==> src/rtl/pe_layer_sequencer.sv <==
// Tile sequencer for a PE array: clear, weight load, input load, drain, output write.
// Optional macro SEQ_PERF_CNT_EN adds a saturating busy-cycle counter on perf_cycles.
module pe_layer_sequencer #(
  parameter int COMPUTE_WAIT = 4,
  parameter int OUT_BEATS    = 64
) (
  input  logic        clk,
  input  logic        rst_n,
  input  logic        start,
  input  logic [3:0]  cfg_conv_num,
  input  logic        cfg_relu,
  input  logic        cfg_pool,
  input  logic        cfg_partial,
  input  logic [16:0] cfg_w_base,
  input  logic [16:0] cfg_w_len,
  input  logic [10:0] cfg_i_base,
  input  logic [10:0] cfg_i_len,
  input  logic [14:0] cfg_o_base,
  input  logic        readdatavalid_out_weight,
  input  logic        readdatavalid_out_input,
  input  logic        write_output,
  input  logic        waitrequest_output,
  output logic        rst_n_pe,
  output logic        en_readw_control,
  output logic        en_readi_control,
  output logic        en_write_control,
  output logic [16:0] addr_readw_control,
  output logic [10:0] addr_readi_control,
  output logic [14:0] addr_write_control,
  output logic [3:0]  conv_num,
  output logic        relu_en_control,
  output logic        pool_en_control,
  output logic        partial_en_control,
  output logic        output_en_control,
  output logic        busy,
  output logic        done,
  output logic [31:0] perf_cycles
);

  typedef enum logic [2:0] {IDLE, CLR, LOAD_W, LOAD_I, DRAIN, WRITE, DONE} state_t;

  localparam int OCNT_W = $clog2(OUT_BEATS + 1);
  localparam int DCNT_W = $clog2(COMPUTE_WAIT + 2);
  localparam logic [OCNT_W-1:0] BEATS_FULL = OCNT_W'(OUT_BEATS);
  localparam logic [OCNT_W-1:0] BEATS_POOL = OCNT_W'(OUT_BEATS / 2);
  localparam logic [DCNT_W-1:0] DRAIN_LAST = (COMPUTE_WAIT > 0) ? DCNT_W'(COMPUTE_WAIT - 1) : '0;

  state_t state, next_state;

  logic [16:0]       w_base_q, w_len_q, wcnt;
  logic [10:0]       i_base_q, i_len_q, icnt;
  logic [14:0]       o_base_q;
  logic [DCNT_W-1:0] dcnt;
  logic [OCNT_W-1:0] ocnt, beat_target;
  logic              rd_pending;
  logic              w_beat, i_beat, wr_beat;

  assign beat_target = pool_en_control ? BEATS_POOL : BEATS_FULL;

  // NOTE: synchronous reset; sequential state uses non-blocking assignments only.
  always_ff @(posedge clk) begin
    if (!rst_n) state <= IDLE;
    else        state <= next_state;
  end

  // NOTE: every output of this block gets a default first so no latch is inferred.
  always_comb begin
    next_state        = state;
    busy              = 1'b0;
    done              = 1'b0;
    en_readw_control  = 1'b0;
    en_readi_control  = 1'b0;
    output_en_control = 1'b0;
    w_beat            = 1'b0;
    i_beat            = 1'b0;
    wr_beat           = 1'b0;
    unique case (state)
      IDLE: if (start) next_state = CLR;
      CLR: begin
        busy = 1'b1;
        if (w_len_q != '0)      next_state = LOAD_W;
        else if (i_len_q != '0) next_state = LOAD_I;
        else                    next_state = DRAIN;
      end
      LOAD_W: begin
        busy             = 1'b1;
        en_readw_control = !rd_pending;
        // A valid beat only counts while our single read is in flight.
        w_beat           = rd_pending && readdatavalid_out_weight;
        if (w_beat && (wcnt + 17'd1 == w_len_q))
          next_state = (i_len_q != '0) ? LOAD_I : DRAIN;
      end
      LOAD_I: begin
        busy             = 1'b1;
        en_readi_control = !rd_pending;
        i_beat           = rd_pending && readdatavalid_out_input;
        if (i_beat && (icnt + 11'd1 == i_len_q)) next_state = DRAIN;
      end
      DRAIN: begin
        busy = 1'b1;
        if (dcnt == DRAIN_LAST) next_state = WRITE;
      end
      WRITE: begin
        busy              = 1'b1;
        output_en_control = 1'b1;
        wr_beat           = write_output && !waitrequest_output;
        if (wr_beat && (ocnt + OCNT_W'(1) == beat_target)) next_state = DONE;
      end
      DONE: begin
        done       = 1'b1;
        next_state = IDLE;
      end
      default: next_state = IDLE;
    endcase
  end

  always_ff @(posedge clk) begin
    if (!rst_n) begin
      rst_n_pe           <= 1'b0;
      en_write_control   <= 1'b0;
      addr_readw_control <= '0;
      addr_readi_control <= '0;
      addr_write_control <= '0;
      conv_num           <= '0;
      relu_en_control    <= 1'b0;
      pool_en_control    <= 1'b0;
      partial_en_control <= 1'b0;
      w_base_q           <= '0;
      w_len_q            <= '0;
      i_base_q           <= '0;
      i_len_q            <= '0;
      o_base_q           <= '0;
      wcnt               <= '0;
      icnt               <= '0;
      dcnt               <= '0;
      ocnt               <= '0;
      rd_pending         <= 1'b0;
    end else begin
      rst_n_pe         <= (next_state != CLR);
      en_write_control <= (next_state == WRITE) && (state != WRITE);

      if (state == IDLE && start) begin
        conv_num           <= cfg_conv_num;
        relu_en_control    <= cfg_relu;
        pool_en_control    <= cfg_pool;
        partial_en_control <= cfg_partial;
        w_base_q           <= cfg_w_base;
        w_len_q            <= cfg_w_len;
        i_base_q           <= cfg_i_base;
        i_len_q            <= cfg_i_len;
        o_base_q           <= cfg_o_base;
      end

      if (state == CLR) begin
        wcnt <= '0;
        icnt <= '0;
      end

      if (next_state == LOAD_W && state != LOAD_W) addr_readw_control <= w_base_q;
      if (next_state == LOAD_I && state != LOAD_I) addr_readi_control <= i_base_q;
      if (next_state == WRITE && state != WRITE)   addr_write_control <= o_base_q;

      if (en_readw_control || en_readi_control) rd_pending <= 1'b1;

      // Address only advances when another read will follow, so it holds the last one issued.
      if (w_beat) begin
        rd_pending <= 1'b0;
        wcnt       <= wcnt + 17'd1;
        if (wcnt + 17'd1 != w_len_q) addr_readw_control <= addr_readw_control + 17'd1;
      end
      if (i_beat) begin
        rd_pending <= 1'b0;
        icnt       <= icnt + 11'd1;
        if (icnt + 11'd1 != i_len_q) addr_readi_control <= addr_readi_control + 11'd1;
      end

      dcnt <= (state == DRAIN) ? dcnt + DCNT_W'(1) : '0;

      if (state != WRITE) ocnt <= '0;
      else if (wr_beat)   ocnt <= ocnt + OCNT_W'(1);
    end
  end

`ifdef SEQ_PERF_CNT_EN
  logic [31:0] perf_q;

  always_ff @(posedge clk) begin
    if (!rst_n)                    perf_q <= '0;
    else if (state == IDLE && start) perf_q <= '0;
    else if (busy && perf_q != '1) perf_q <= perf_q + 32'd1;
  end

  assign perf_cycles = perf_q;
`else
  assign perf_cycles = '0;
`endif

endmodule

==> config.mk <==
export PLATFORM = sky130hd
export DESIGN_NAME = pe_layer_sequencer
export DESIGN_NICKNAME = d
export VERILOG_FILES = /design/src/rtl/pe_layer_sequencer.sv
export SDC_FILE = /design/constraint.sdc
export NUM_CORES = 1
export LEC_CHECK = 0
export CAP_MARGIN = 20
export CORE_ASPECT_RATIO = 1.5
export CORE_UTILIZATION = 40
export CTS_BUF_LIST = sky130_fd_sc_hd__clkbuf_2
export CTS_CLUSTER_DIAMETER = 30
export DETAILED_ROUTE_END_ITERATION = 8
export PLACE_DENSITY = 0.74
export SLEW_MARGIN = 0
export SYNTH_ARGS = -nofsm -noshare
export SYNTH_HDL_FRONTEND = slang
export SYNTH_SLANG_ARGS = --single-unit
==> constraint.sdc <==
create_clock -name clk -period 4.9 [get_ports clk]
set_clock_uncertainty 0.2 [all_clocks]
set_input_delay 1.225 -clock clk [delete_from_list [all_inputs] [get_ports clk]]
set_output_delay 1.225 -clock clk [all_outputs]
set_load 0.01 [all_outputs]
* Word-level counts from Yosys, hierarchy flattened
Cells that the tools add are included.
** Operators by class
- Add/sub/neg operators :: 6
- Multiply operators :: 0
- Div/mod/pow operators :: 0
- $lt $le $gt $ge :: 0
- Equality and inequality tests :: 19
- Shift operators :: 0
- Mux-type cells :: 27
- Bitwise logic cells :: 1
- Reductions and logical operators :: 22
** Operators by type and width (count)
- 2-to-1 mux 17 bit :: 5
- 2-to-1 mux 11 bit :: 5
- adder 17 x 1 -> 17 bit (second input constant) :: 2
- adder 11 x 1 -> 11 bit (second input constant) :: 2
- 2-to-1 mux 3 bit :: 7
- one-hot mux 3 bit (6 select lines) :: 1
- equality test 17 bit :: 1
- inequality test 17 bit :: 1
- nonzero test 17 bit :: 1
- equality test 3 x 2 -> 1 bit (second input constant) :: 5
- equality test 3 bit (second input constant) :: 4
- equality test 11 bit :: 1
- inequality test 11 bit :: 1
- nonzero test 11 bit :: 1
- logical AND 1 bit :: 10
- 2-to-1 mux 1 bit :: 8
- adder 7 x 1 -> 7 bit (second input constant) :: 1
- equality test 7 bit :: 1
- 2-to-1 mux 7 bit :: 1
- inequality test 3 x 2 -> 1 bit (second input constant) :: 2
- OR reduction 5 bit :: 1
- nonzero test 2 bit :: 2
- adder 3 x 1 -> 3 bit (second input constant) :: 1
- equality test 3 x 1 -> 1 bit (second input constant) :: 1
- other kinds (9) :: 10
** Storage, ports and cells
- Register bits :: 165
- Bits in latches :: 0
- Memory bits (writable) :: 0
- ROM bits :: 0
- Input bits :: 85
- Memories :: 0

* Logic depth before layout (Yosys ltp)
Gate-level depths: netlist of run 1.
- Depth after elaboration :: 10
- Depth in mapped cells :: 12

* Worst setup path after synthesis of run 1
OpenSTA, ideal clock, no wires.
- Path kind :: in2reg
- From :: input port start
- To :: register addr_readw_control[10]
- Setup time :: 0.132 ns
- Arrival time :: 3.038 ns
- Data required time :: 4.568 ns
- Path slack :: 1.530 ns
- Stages :: 7
- Path buffers :: 2
- Cell sequence :: and2_1 clkbuf_1 nor4_1 nor2_1 buf_2 o21ai_0 a21oi_1
** On the way
- Longest elaborated chain between the ends :: 7
** Ends and longest elaborated chain
- from (decl) :: line 9 : input logic start,
- 2-to-1 mux 3 bit * :: line 78 : IDLE: if (start) next_state = CLR;
- one-hot mux 3 bit (6 select lines) * :: line 77 : unique case (state)
- equality test 3 x 2 -> 1 bit * :: line 159 : if (next_state == LOAD_W && state != LOAD_W) addr_readw_control <= w_base_q;
- logical AND 1 bit * :: line 159
- 2-to-1 mux 17 bit * :: line 159
- 2-to-1 mux 17 bit :: line 169 : if (wcnt + 17'd1 != w_len_q) addr_readw_control <= addr_readw_control + 17'd1;
- 2-to-1 mux 17 bit * :: line 166 : if (w_beat) begin
- to (signal assigned) :: line 159
- to (signal assigned) :: line 169
- to (decl) :: line 27 : output logic [16:0] addr_readw_control,
Every way passes the cells marked *; elsewhere a longest branch is shown, timed or not.
A chain may end at the register's enable or synchronous reset.

* Worst setup path in the final report of run 1
- From :: register state[1]
- To :: output port en_readw_control
** On the way
- Longest elaborated chain between the ends :: 2
** Ends and longest elaborated chain
- from (decl) :: line 48 : state_t state, next_state;
- from (signal assigned) :: line 63 : else state <= next_state;
- equality test 3 x 2 -> 1 bit :: line 77
- 2-to-1 mux 1 bit :: line 77
- to (decl) :: line 24 : output logic en_readw_control,
No other way between the ends.

==> results of run 1 <==
## worst max-delay path: stages (launching register included)
cell and delay [ns]:
dfxtp_1 0.61, nor2b_1 0.31, nor2b_1 0.29, nor2b_1 0.23
clkdlybuf4s50_1 0.56
## layout make-up
class / instances / area (sq um) / share of cell area (%)
diodes: 1 / 2.502 / 0.02526
well taps: 260 / 325.3 / 3.284
inverters: 18 / 70.07 / 0.7073
multi-input cells: 830 / 4403 / 44.45
flip-flops and latches: 165 / 3303 / 33.35
clock inverters: 14 / 205.2 / 2.071
repair buffers: 152 / 1506 / 15.21
clock buffers: 18 / 90.09 / 0.9094
## power breakdown
| part | internal, W | switching [W] |
|---|---|---|
| clock | 0.000387 | 0.000488 |
| sequential | 0.00146 | 0.000119 |
| combinational | 0.000335 | 0.000531 |
## stage by stage
step / cells / hold WS (ns) / setup slack (ns) / total power (W)
after floorplan: 1112 / 0.1978 / 1.530 / 0.002179
after global placement: 1425 / 0.2087 / 0.8696 / 0.002456
after detailed placement: 1425 / 0.2112 / 0.8207 / 0.002473
after CTS: 1457 / 0.2368 / 0.6529 / 0.003359
after global routing: 1458 / 0.2541 / 0.4754 / 0.003525
final: 1458 / 0.2349 / 0.7134 / 0.003323
## layer usage
layer / part of all wire [%] / GRT usage [%]
met1: 43 / 24.27
met2: 50 / 36.35
met3: 4.6 / 3.834
met4: 2.2 / 7.437
met5: 0 / 0
## Yosys cell counts, types with 10 or more instances
cell type,number,area share (%)
and3_1,13,1.0
clkbuf_1,59,2.7
nand2_1,245,11
xor2_1,10,1.1
inv_1,17,0.78
dfxtp_1,165,40
a21oi_1,151,9.3
o21ai_0,41,2.5
nand3_1,30,1.8
nor3_1,35,2.1
xnor2_1,31,3.3
nor4_1,22,1.7
nand4_1,13,1.0
or3_1,11,0.84
buf_4,32,2.9
nor2_1,70,3.2
## flip-flops by register name, summed over array words and instances, names as in the netlist, 7 cells and up
signal              count
addr_readw_control     17
w_base_q               17
w_len_q                17
wcnt                   17
addr_write_control     15
o_base_q               15
addr_readi_control     11
i_base_q               11
i_len_q                11
icnt                   11
ocnt                    7
## final timing paths
kind	startpoint	endpoint	slack, ns	cells after the start
max	state[1]	en_readw_control	0.71	4
min	dcnt[0]	dcnt[0]	0.23	1
max reg2reg	wcnt[0]	addr_readw_control[5]	0.81	10
min reg2reg	dcnt[0]	dcnt[0]	0.23	1
## cell families (layout without fill, tap and decap cells)
logic type               count (synthesis)  in the layout  share of synthesized area (%)
XOR/XNOR                                42             42                          4.677
AO/OA/AOI/OAI                          266            266                          19.43
multiplexers                             4              4                         0.5061
AND/OR/NAND/NOR                        478            478                          26.53
buffers and inverters                  117            202                          7.100
adder cells (fa/ha/maj)                  8              8                          1.227
other                                    1             33                        0.04596
flip-flops                             165            165                          40.48
==> flow_metrics.tcl, run 1 <==
set metrics [dict create \
    area_growth_pct 21.41 \
    vdd.ir_drop.worst_uv 157.6 \
    die_area_sq_mm 0.02098 \
    synth_flop_cell "dfxtp_1" \
    antenna_left 0 \
    grt_usage_pct 20.42 \
    first_global_vias 7182 \
    synth_area_sq_mm 0.008159 \
    vias 7801 \
    hold_class "flip-flop to flip-flop" \
    routed_wl_um 21240 \
    place_area_sq_mm 0.009608 \
    core_sq_mm 0.01986 \
    final_nets 1277 \
    synth_cells 1081 \
    required_ns 3.47 \
    grt_pass1_wl_um 34860 \
    final_area_sq_mm 0.009906 \
    slew_violations 0 \
    critPathMaxFanout 12 \
    tightest_slew_ns 0.9856 \
    cts_hold_buf 0 \
    ys_ff_latch 165 \
    drc 0 \
    p_leak_nw 3.412 \
    relSlewSlack_pct 34.05 \
    cts_root_buffer "clkbuf_2" \
    drive_gt1_share_pct 4.511 \
    report.final.hold_viol_count 0 \
    routedWlPerCell_um 14.57 \
    setup_viol 0 \
    num_rows 63 \
    fin_setup_tns_ns 0 \
    mostFrequentLayoutCells "nand2_1, dfxtp_1, a21oi_1" \
    post-route-period-util_pct 85.44 \
    mostFrequentLayoutCell "nand2_1" \
    clock_latency_ns 0.76 \
    grt_overflow 0 \
    initial_utilization_pct 41.07 \
    cts_max_level 4 \
    ys_types 61 \
    clk_pin_slew_ns 0.26 \
    outcome "complete, no violations" \
    via_per_inst 5.350 \
    ys_warn_count 0 \
    port_buffers 141 \
    syn_area_per_cell_sq_um 7.548 \
    n_fill_cell 1977 \
    fmaxAchievable_ghz 0.2389 \
    ys_seq_area_share_pct 40.48 \
    async_reset_ff_share_pct 0 \
    grt_antenna_before_repair 1 \
    firstDrtPassIters 5 \
    cp-end-kind "primary output" \
    clock_sinks 165 \
    rsz0062_at_grt "no" \
    utilization_pct 49.87 \
    io-pin-count 174 \
    synth-edff-count 0 \
    post_cts_buffers 0 \
    cts-buffers-inserted 17 \
    maxCapViolations 0 \
    die_y_um 176.9 \
    grt_max_degree 151 \
    dp_hpwl_um 14560 \
    drtIter0Drc 482 \
    power_density_mw_per_mm2 335.5 \
    clk_path_buf_depth 2 \
    cts-resized-gates 0 \
    period_minus_slack_ns 4.187 \
    cts_tree "built" \
    setup.worst_path.start_class "flip-flop" \
    cp.arrival_ns 2.76 \
    die-width_um 118.6 \
    crit_type "flip-flop to primary output" \
    place.gp.congestion 0.8584 \
]
No activity file was read; power rests on OpenSTA's default activity.
==> run 2: changes to the inputs <==
--- a/config.mk
+++ b/config.mk
@@ -7,11 +7,12 @@
 export LEC_CHECK = 0
 export CAP_MARGIN = 20
 export CORE_ASPECT_RATIO = 1.5
-export CORE_UTILIZATION = 40
+export CORE_MARGIN = 2
+export CORE_UTILIZATION = 35
 export CTS_BUF_LIST = sky130_fd_sc_hd__clkbuf_2
 export CTS_CLUSTER_DIAMETER = 30
 export DETAILED_ROUTE_END_ITERATION = 8
-export PLACE_DENSITY = 0.74
+export PLACE_DENSITY = 0.68
 export SLEW_MARGIN = 0
 export SYNTH_ARGS = -nofsm -noshare
 export SYNTH_HDL_FRONTEND = slang
==> flow_metrics.tcl, run 2 (synthesized netlist as in run 1, its figures left out) <==
set metrics [dict create \
    drc 0 \
    drtIter0Drc 396 \
    cts-resized-gates 0 \
    initial_utilization_pct 35.52 \
    vias 7925 \
    grt_overflow 0 \
    crit_end "en_readw_control" \
    grt_pass1_wl_um 35420 \
    core_sq_mm 0.02297 \
    post_cts_buffers 0 \
    worst_slack_ns 0.7292 \
    hold_class "flip-flop to flip-flop" \
    regArea_sq_mm 0.003303 \
    cts_root_buffer "clkbuf_2" \
    clock_latency_ns 0.78 \
    slew_violations 0 \
    antenna_left 0 \
    routed_wl_um 22020 \
    slowest_stage "dfxtp_1" \
    worstRegToRegCells 10 \
    finalPower_w 0.003202 \
    multi_input_area_sq_mm 0.004404 \
    routedWlPerCell_um 14.87 \
    timing.rr.end "addr_readi_control[3]" \
    grt_max_degree 74 \
    r2r_start "wcnt[0]" \
    critPathMaxFanout 12 \
    crit_buf_inv 1 \
    fmaxAchievable_ghz 0.2398 \
    grt_usage_pct 17.85 \
    via_per_inst 5.351 \
    setup.worst_path.start_class "flip-flop" \
    first_global_vias 7134 \
    port_buffers 141 \
    timing.hold.ws_ns 0.2393 \
    power_density_mw_per_mm2 324.0 \
    outcome "complete, no violations" \
    die_y_um 191.0 \
    dp_slack_ns 1.088 \
    mostFrequentLayoutCells "nand2_1, dfxtp_1, a21oi_1" \
    cp_slowest_stage_delay_ns 0.60 \
    n_fill_cell 2363 \
    io-pin-count 174 \
    path_cells "nor2b_1 > nor2b_1 > nor2b_1 > clkdlybuf4s50_1" \
    grt_antenna_before_repair 2 \
    maxCapViolations 0 \
    die_area_sq_mm 0.02457 \
    required_ns 3.47 \
    critPathLaunch "state[1]" \
    critical-path-top-delay-family "simple AND/OR/NAND/NOR gates" \
    period_minus_slack_ns 4.171 \
    report.final.hold_viol_count 0 \
    clock_sinks 165 \
    cp.arrival_ns 2.75 \
    p_leak_nw 3.386 \
    cts_hold_buf 0 \
    post-route-period-util_pct 85.12 \
    cts-buffers-inserted 17 \
    rrSetupSlack_ns 1.16 \
    cp-end-kind "primary output" \
    mostFrequentLayoutCell "nand2_1" \
    drive_gt1_share_pct 4.671 \
    area_growth_pct 21.12 \
    cts_max_level 4 \
    fin_setup_tns_ns 0 \
    cts_tree "built" \
    cp.depth 4 \
    crit_top_cell "nor2b_1" \
    vdd.ir_drop.worst_uv 245.7 \
    final_nets 1279 \
    rsz0062_at_grt "no" \
    place.gp.congestion 0.8013 \
    clk_pin_slew_ns 0.26 \
    dp_hpwl_um 15230 \
    relSlewSlack_pct 34.35 \
    clk_path_buf_depth 2 \
    num_rows 68 \
    crit_type "flip-flop to primary output" \
    setup_viol 0 \
    firstDrtPassIters 5 \
    die-width_um 128.7 \
    tightest_slew_ns 0.9848 \
]
run 2: cell types whose count changed in the layout (fill, tap and decap cells not counted), sizes merged:
| cell | before | now |
|---|---|---|
| buf | 11 | 13 |
| bufinv | 5 | 2 |
| clkbuf | 18 | 17 |
| clkinv | 5 | 8 |
| clkinvlp | 1 | 2 |
| diode | 1 | 2 |
run 2: per-layer routing:
metal / share of wire [%] / up-vias / GRT usage [%]
met5: 0 / - / 0
met4: 1.8 / 0 / 6.313
met3: 5.4 / 27 / 3.750
met2: 50 / 247 / 30.81
met1: 42 / 3737 / 21.82
li1: - / 3914 / -
run 2: layout make-up:
type / count / share of cell area [%]
Antenna cell: 2 / 0.05065
Timing Repair Buffer: 154 / 15.27
Tap cell: 280 / 3.545
Sequential cell: 165 / 33.43
Multi-Input combinational cell: 830 / 44.57
Clock inverter: 15 / 1.570
Clock buffer: 17 / 0.8610
Inverter: 18 / 0.7090
run 2: report_power, final:
part,internal [W],switching (W),total [W]
clock,0.000238,0.000512,0.000750
combinational,0.000339,0.000532,0.000871
sequential,0.00146,0.000116,0.00158
total,0.00204,0.00116,0.00320
run 2: worst min path at each step:
stage	startpoint	end	slack (ns)	depth (start not counted)
2_1_floorplan	dcnt[0]	dcnt[0]	0.20	1
3_3_place_gp	dcnt[0]	dcnt[0]	0.21	1
3_5_place_dp	dcnt[0]	dcnt[0]	0.22	1
4_1_cts	dcnt[0]	dcnt[0]	0.24	1
5_1_grt	dcnt[0]	dcnt[0]	0.26	1
6_report	dcnt[0]	dcnt[0]	0.24	1
run 2: stage by stage:
stage / utilization, % / area, sq um / cells
3_5_place_dp: 41.95 / 9637 / 1447
2_1_floorplan: - / 8275 / 1112
6_report: 43.02 / 9882 / 1481
4_1_cts: 43.00 / 9877 / 1479
5_1_grt: 43.01 / 9879 / 1480
3_3_place_gp: 41.95 / 9637 / 1447
